$ cat src/rtl/mul_div_seq.sv
// Multi-cycle RV32 M-extension unit: single-cycle registered multiply and a
// 32-iteration restoring divider, with a one-cycle result pulse back to EX.
module mul_div_seq #(
  parameter bit SPECIAL_FAST = 1'b1
) (
  input  logic        clk,
  input  logic        rst,
  input  logic        req_valid,
  input  logic [2:0]  op,
  input  logic [31:0] rs1,
  input  logic [31:0] rs2,
  input  logic        flush,
  output logic        stall,
  output logic        busy,
  output logic [31:0] mul_div_out,
  output logic        mul_div_ready
);

  typedef enum logic [1:0] {StIdle, StBusy, StDone} state_e;

  state_e      r_state;
  state_e      w_state_d;
  logic [31:0] w_out_d;

  logic [31:0] r_rem;
  logic [31:0] r_quo;
  logic [31:0] r_div;
  logic [4:0]  r_cnt;
  logic        r_neg_q;
  logic        r_neg_r;
  logic        r_sel_rem;
  logic        r_spec;
  logic [31:0] r_spec_res;
  logic [31:0] r_out;
  logic        r_ready;
  logic        r_busy;

  // Multiply: sign-extend to 64 bits so a plain 64-bit product covers all variants.
  logic        w_a_sgn;
  logic        w_b_sgn;
  logic [63:0] w_a64;
  logic [63:0] w_b64;
  logic [63:0] w_prod;
  logic [31:0] w_mul_res;

  assign w_a_sgn   = (op == 3'd1) || (op == 3'd2);
  assign w_b_sgn   = (op == 3'd1);
  assign w_a64     = {{32{w_a_sgn & rs1[31]}}, rs1};
  assign w_b64     = {{32{w_b_sgn & rs2[31]}}, rs2};
  assign w_prod    = w_a64 * w_b64;
  assign w_mul_res = (op[1:0] == 2'b00) ? w_prod[31:0] : w_prod[63:32];

  // Divide operand preparation; op[0] marks unsigned, op[1] selects remainder.
  logic        w_div_sgn;
  logic        w_a_neg;
  logic        w_b_neg;
  logic [31:0] w_a_abs;
  logic [31:0] w_b_abs;
  logic        w_div0;
  logic        w_ovf;
  logic        w_spec;
  logic [31:0] w_spec_res;

  assign w_div_sgn  = !op[0];
  assign w_a_neg    = w_div_sgn & rs1[31];
  assign w_b_neg    = w_div_sgn & rs2[31];
  assign w_a_abs    = w_a_neg ? -rs1 : rs1;
  assign w_b_abs    = w_b_neg ? -rs2 : rs2;
  assign w_div0     = (rs2 == 32'd0);
  assign w_ovf      = w_div_sgn && (rs1 == 32'h8000_0000) && (rs2 == 32'hFFFF_FFFF);
  assign w_spec     = w_div0 || w_ovf;
  assign w_spec_res = w_div0 ? (op[1] ? rs1 : 32'hFFFF_FFFF)
                             : (op[1] ? 32'd0 : 32'h8000_0000);

  // One restoring step; r_rem[31] is the bit shifted out, so the trial always fits.
  logic [31:0] w_shift;
  logic        w_ge;
  logic [31:0] w_sub;
  logic [31:0] w_rem_nx;
  logic [31:0] w_quo_nx;
  logic [31:0] w_q_fix;
  logic [31:0] w_r_fix;
  logic [31:0] w_div_res;

  assign w_shift   = {r_rem[30:0], r_quo[31]};
  assign w_ge      = r_rem[31] || (w_shift >= r_div);
  assign w_sub     = w_shift - r_div;
  assign w_rem_nx  = w_ge ? w_sub : w_shift;
  assign w_quo_nx  = {r_quo[30:0], w_ge};
  assign w_q_fix   = r_neg_q ? -w_quo_nx : w_quo_nx;
  assign w_r_fix   = r_neg_r ? -w_rem_nx : w_rem_nx;
  assign w_div_res = r_spec ? r_spec_res : (r_sel_rem ? w_r_fix : w_q_fix);

  logic w_accept;
  assign w_accept = (r_state == StIdle) && req_valid && !flush;

  always_comb begin
    w_state_d = r_state;
    w_out_d   = r_out;
    case (r_state)
      StIdle: begin
        if (w_accept) begin
          if (!op[2]) begin
            w_state_d = StDone;
            w_out_d   = w_mul_res;
          end else if (SPECIAL_FAST && w_spec) begin
            w_state_d = StDone;
            w_out_d   = w_spec_res;
          end else begin
            w_state_d = StBusy;
          end
        end
      end
      StBusy: begin
        if (flush) begin
          w_state_d = StIdle;
        end else if (r_cnt == 5'd31) begin
          w_state_d = StDone;
          w_out_d   = w_div_res;
        end
      end
      StDone:  w_state_d = StIdle;
      default: w_state_d = StIdle;
    endcase
  end

  always_ff @(posedge clk or posedge rst) begin
    if (rst) begin
      r_state <= StIdle;
      r_out   <= 32'd0;
      r_ready <= 1'b0;
      r_busy  <= 1'b0;
    end else begin
      r_state <= w_state_d;
      r_out   <= w_out_d;
      r_ready <= (w_state_d == StDone);
      r_busy  <= (w_state_d == StBusy);
    end
  end

  always_ff @(posedge clk or posedge rst) begin
    if (rst) begin
      r_rem      <= 32'd0;
      r_quo      <= 32'd0;
      r_div      <= 32'd0;
      r_cnt      <= 5'd0;
      r_neg_q    <= 1'b0;
      r_neg_r    <= 1'b0;
      r_sel_rem  <= 1'b0;
      r_spec     <= 1'b0;
      r_spec_res <= 32'd0;
    end else if (w_accept && op[2]) begin
      r_rem      <= 32'd0;
      r_quo      <= w_a_abs;
      r_div      <= w_b_abs;
      r_cnt      <= 5'd0;
      r_neg_q    <= w_a_neg ^ w_b_neg;
      r_neg_r    <= w_a_neg;
      r_sel_rem  <= op[1];
      r_spec     <= w_spec;
      r_spec_res <= w_spec_res;
    end else if (r_state == StBusy) begin
      r_rem <= w_rem_nx;
      r_quo <= w_quo_nx;
      r_cnt <= r_cnt + 5'd1;
    end
  end

  assign stall         = !rst && (w_accept || (r_state == StBusy));
  assign busy          = r_busy;
  assign mul_div_out   = r_out;
  assign mul_div_ready = r_ready;

endmodule

$ cat config.mk
export PLATFORM = sky130hd
export DESIGN_NAME = mul_div_seq
export DESIGN_NICKNAME = d
export VERILOG_FILES = /design/src/rtl/mul_div_seq.sv
export SDC_FILE = /design/constraint.sdc
export NUM_CORES = 2
export LEC_CHECK = 0
export BUFFER_PORTS_ARGS = -buffer_cell sky130_fd_sc_hd__clkbuf_2
export CAP_MARGIN = 10
export CORE_MARGIN = 4
export CORE_UTILIZATION = 67
export DETAILED_ROUTE_END_ITERATION = 7
export GPL_TIMING_DRIVEN = 0
export PLACE_DENSITY = 0.83
export SYNTH_ARGS = -nofsm -noshare
export SYNTH_HDL_FRONTEND = slang
export SYNTH_SLANG_ARGS = --single-unit
$ cat constraint.sdc
create_clock -name clk -period 5.66 [get_ports clk]
set_input_delay 0.283 -clock clk [delete_from_list [all_inputs] [get_ports clk]]
set_output_delay 0.283 -clock clk [all_outputs]
set_load 0.005 [all_outputs]
# After elaboration in Yosys (flattened, before gate mapping)
# Index checks and enable logic that the tools add are counted.
op_classes:
  n_eq_ne: 12
  magnitude_cmp: 1
  muxes: 29
  n_mul: 1
  div_mod_pow: 0
  n_addsub: 6
  n_reduce_logical: 19
  bitwise: 5
  shifts: 0
op_table:
  columns: ["operator", "n"]
  rows:
  - ["2-to-1 mux 32 bit", 20]
  - ["negator 32 bit", 4]
  - ["equality test 32 bit (second input constant)", 2]
  - ["multiplier 33 x 33 -> 64 bit", 1]
  - ["case mux 32 bit (2 select lines)", 1]
  - [">= comparator 32 bit", 1]
  - ["zero test 32 bit", 1]
  - ["subtractor 32 bit", 1]
  - ["2-to-1 mux 2 bit", 5]
  - ["2-to-1 mux 5 bit", 2]
  - ["logical AND 1 bit", 6]
  - ["inequality test 2 bit (second input constant)", 3]
  - ["adder 5 x 1 -> 5 bit (second input constant)", 1]
  - ["equality test 5 bit (second input constant)", 1]
  - ["AND reduction 5 bit", 1]
  - ["AND 1 bit", 4]
  - ["equality test 2 x 1 -> 1 bit (second input constant)", 2]
  - ["zero test 2 bit", 2]
  - ["logical OR 1 bit", 4]
  - ["case mux 2 bit (2 select lines)", 1]
  - ["nonzero test 2 bit", 2]
  - ["equality test 3 x 1 -> 1 bit (second input constant)", 1]
  - ["equality test 3 x 2 -> 1 bit (second input constant)", 1]
  - ["zero test 1 bit", 3]
  - ["other kinds (3)", 3]
word_totals:
  register_bits: 173
  n_memories: 0
  output_inout_bits: 35
  elab_cells: 86
  in_bits: 71
  mem_bits_ro: 0
  ramBits: 0
  latch_bits: 0

# Longest topological paths before layout
depth:
  word_depth: 10
  depth_mapped: 35
  depth_no_buf: 32

# Least setup slack after synthesis
# OpenSTA, ideal clock, no wires.
synth_timing:
  path_type: "input to register"
  startpoint: "in op[1]"
  endpoint: "reg r_out[30], in the netlist mul_div_out[30]"
  slack_ns: -3.518
  path_stages: 34
  n_path_buf: 2
  setup_ns: 0.124
  required_time_ns: 5.536
  t_arrival_ns: 9.054
  path_cell_list: "clkbuf_1 -> xnor2_1 -> nor2_1 -> and2_0 -> clkbuf_1 -> nand2_1 -> inv_1 -> fa_1 -> inv_1 -> fa_1 -> inv_1 -> fa_1 -> inv_1 -> fa_1 -> inv_1 -> fa_1 -> fa_1 -> fa_1 -> inv_1 -> fa_1 -> inv_1 -> ha_1 -> and3_1 -> and3_1 -> a211o_1 -> a21o_1 -> a21oi_1 -> o21ai_0 -> o21ai_0 -> o21ai_0 -> a211oi_1 -> mux2i_1 -> a21oi_1 -> a211o_1"
synth_between:
  elab_chain_len: 8
  elab_cells_between_ends: 14
  cone_classes: "mul: 1; eq/ne: 2; mux: 7; bitwise: 2; reduce/logical: 2"
synth_rtl:
  columns: ["item", "line", "text"]
  rows:
  - ["from (decl)", "9", "input logic [2:0] op,"]
  - ["equality test 3 x 1 -> 1 bit / equality test 3 x 2 -> 1 bit (equally long branches)", "46, 47", null]
  - ["logical OR 1 bit", "46", "assign w_a_sgn = (op == 3'd1) || (op == 3'd2);"]
  - ["AND 1 bit", "48", "assign w_a64 = {{32{w_a_sgn & rs1[31]}}, rs1};"]
  - ["multiplier 33 x 33 -> 64 bit", "50", "assign w_prod = w_a64 * w_b64;"]
  - ["2-to-1 mux 32 bit", "51", "assign w_mul_res = (op[1:0] == 2'b00) ? w_prod[31:0] : w_prod[63:32];"]
  - ["2-to-1 mux 32 bit (*)", "103", "if (!op[2]) begin"]
  - ["2-to-1 mux 32 bit (*)", "102", "if (w_accept) begin"]
  - ["case mux 32 bit (2 select lines) (*)", "100", "case (r_state)"]
  - ["to (signal assigned)", "135", "r_out <= w_out_d;"]
  - ["to (decl)", "34", "logic [31:0] r_out;"]
# Mark *: on every way between the ends. The rest lies on a longest branch, timed or not. The select of a mux whose other input is x is not followed.
# A chain may end at the register's enable or synchronous reset.

# Final worst setup path
layout_timing:
  startpoint: "in op[0]"
  endpoint: "reg r_out[30], in the netlist mul_div_out[30]"
layout_between:
  elab_chain_len: 8
  elab_cells_between_ends: 17
  cone_classes: "mul: 1; eq/ne: 3; mux: 4; bitwise: 2; reduce/logical: 7"
layout_rtl:
  columns: ["item", "line"]
  rows:
  - ["equality test 3 x 1 -> 1 bit / equality test 3 x 2 -> 1 bit (equally long branches)", "46, 47"]
  - ["logical OR 1 bit", "46"]
  - ["AND 1 bit", "48"]
  - ["multiplier 33 x 33 -> 64 bit", "50"]
  - ["2-to-1 mux 32 bit", "51"]
  - ["2-to-1 mux 32 bit", "103"]
  - ["2-to-1 mux 32 bit", "102"]
  - ["case mux 32 bit (2 select lines)", "100"]
# Several ways; a longest one is shown, not always the timed one. The select of a mux whose other input is x is not followed.

==> results.md <==
* Worst-path clk slew at 80 ps
* Clock Tree Buf Depth at 2
* Fraction of registers with async set/reset at 100%
* Minimum clock period at 8480 ps
* Buffers added on ports at 67
* Unrepaired setup endpoints after global routing: true
* Num rows at around 100
* Post-synthesis sequential area ratio at 8.38%
* Distinct cells, synth at 89
* Ys flop type: dfrtp_1
* Fillcell total at 5187
* Worst slew pin tran at about 1300 ps
* Setup TNS at -73860 ps
* Die boundary width at 286 µm
* Hold Startpoint: flush
* H-tree Lvls at 4
* First-pass GRT wire length at 315000 µm
* Cell Area, Synth at approximately 52000 µm²
* Most common cell in the netlist: inv_1
* Final Worst Setup Slack at -2820 ps
* Worst hold path type: primary input to flop
* MaxCap Viol Count at 0
* Layout cells sized above 1 at 12.2%
* Inserted Clock Buffers at 17
* Yosys synthesis warning count at 0
* Top delay family on crit path: adder cells
* Area of the die at 81600 µm²
* Clock latency on the worst-skew pair at 480 ps
* Worst R2R Setup Slack at -1760 ps
* Slew Viols, Final at 0
* CTS tree: built
* Vias in the first global route at 48988
* Crit-path max cell delay at 690 ps
* Hold Vio Cnt, Final at 0
* Crit Path Category: primary input to flop
* Area occupied by multi-input gates at 42700 µm²
* FF/Latch Area at 4330 µm²
* Initial antenna violation count at 23
* CP arrival at 8850 ps
* Antenna-violating nets left at 0
* Synth Instances at approximately 6000
* Area Overhead vs Synth at 13.1%
* Number of flops mapped to enable cells by yosys at 0
* Startpoint Class: primary input
* Synth top area share at between 40% and 50%
* Pin count of the biggest net entering global routing at 128
* Grt ovf at 0
* Clk sinks at 173
* GRT Util Overall at 53.4%
* Crit-path max FO at 7
* Detailed placement HPWL at 171000 µm
* Root Buffer: clkbuf_16
* CP endpoint kind: flop
* Yosys top cell by area: fa_1
* Core ar. at 76200 µm²
* Max Freq at approximately 0.12 GHz
* Worst hold stages at 3
* Largest cells by area after synthesis: fa_1, inv_1, dfrtp_1
* Synth Net Count at ~7500
* Vias/cell at 6.66
* Hold Crit Endpoint: busy
* Worst EP required at 6020 ps
* RD Place Congestion at 1.09
* Wire length per cell at 30.0 µm
* Slew HR at 12.6%
* Crit-path slowest cell: fa_2
* Initial core utilization at between 60% and 70%
* Iteration-0 DRC Markers at between 6000 and 7000
* CP most frequent cell: fa_1
* Chip Height at 286 µm
* Fin Clk Skew at 20.1 ps
* Mapped Avg Cell Area at 8.58 µm²
* Final setup violation count at 32
* Buf/Inv on CP at 11
* Total iterations of the first detailed-routing run at 8
* Failing checks: DRC, setup timing
* Worst r2r dst: mul_div_out[30]
* Register bit total from synthesis at 173
* R2R cell count at 26
* Reg-to-Reg Start: r_quo[31]
* Most frequent cells after synthesis: inv_1, fa_1, nand2_1
* Num ports at 106
* Final nets at ~7700
* Final Cycle Share at 150%
* Drt total wl at 219000 µm
* Status: finished with violations
* Vias at 48502
* Post-route DRC at 9
-- area by class of cell --
class	instances	area share (%)
diodes	31	0.133
plain buffers	374	5.52
clock buffers	19	0.758
clock inverters	13	0.250
inverters	1231	7.97
multi-input cells	4230	73.1
flip-flops and latches	173	7.41
well taps	1030	2.21
repair buffers	187	2.67
-- worst min-delay path, delay by kind of cell --
family,cells,cell delay [ps]
simple gates,1,130
buf+inv,1,100
compound gates,1,70
-- layer usage --
layer  routed length (µm)  global-route usage, %  part of all wire (%)  vias to the layer above
met4                22400                   38.6                    10                       16
met3                37900                   25.0                    17                     1420
met5                   95                      0                 0.043                        -
met2                87300                   73.8                    40                     4605
met1                71200                   65.9                    33                    23675
li1                     -                      -                     -                    18786
-- stage by stage --
stage | setup slack (ps) | util [%] | cell area (µm²) | hold WS, ps | instances
after floorplan | -2610 | - | 52800 | 439 | 6020
after global placement | -4490 | 71.4 | 54400 | 459 | 7117
after detailed placement | -4690 | 71.4 | 54400 | 334 | 7120
after CTS | -2610 | 75.7 | 57700 | 148 | 7228
after global routing | -2980 | 76.6 | 58400 | 184 | 7261
final | -2820 | 76.7 | 58400 | 148 | 7288
-- worst max path at each step --
stage	startpoint	endpoint	cells past startpoint
floorplan	op[0]	mul_div_out[30]	34
global placement	rs1[2]	mul_div_out[25]	28
detailed placement	op[0]	mul_div_out[28]	33
CTS	op[0]	mul_div_out[30]	36
global route	op[0]	mul_div_out[24]	36
finish	op[0]	mul_div_out[30]	36
-- cell usage in the layout, fill, tap and decap left out, types with 52 or more instances in the layout --
| cell | n |
|---|---|
| inv_1 | 1199 |
| fa_1 | 1085 |
| nand2_1 | 992 |
| and2_1 | 297 |
| o21ai_0 | 227 |
| ha_1 | 221 |
| nor2_1 | 183 |
| dfrtp_1 | 173 |
| a21oi_1 | 133 |
| buf_4 | 117 |
| clkbuf_1 | 111 |
| xnor2_1 | 108 |
| clkbuf_2 | 79 |
| xor2_1 | 77 |
| nand3_1 | 77 |
| clkbuf_8 | 59 |
| buf_6 | 52 |
-- kinds of logic after synthesis --
family	share of synthesized area, %
and+or+nand+nor	16.6
buffers and inverters	11.9
adders and majority gates	49.7
AOI/OAI and AO/OA	9.41
xor gates and xnor gates	3.46
DFF	8.38
muxes	0.627
-- what timing repair did --
action / 4_1_cts / 5_1_grt
hold buffers: 1 / 0
setup endpoints to repair: 32 / 32
cloned: 1 / 1
pin swaps: 125 / 68
setup buffers: 85 / 30
resized for setup: 498 / 112
endpoints found under the hold margin: 46 / 0
-- state kept, by name, summed over array words and instances, names as in the netlist --
signal,count
busy,1
mul_div_out,32
r_neg_r,1
r_quo,32
r_spec_res,32
r_sel_rem,1
r_div,32
r_spec,1
r_neg_q,1
r_state,2
mul_div_ready,1
r_rem,32
r_cnt,5
Power is not shown: default switching activity piles up to over one toggle a cycle in this logic, so the estimate is an artifact.
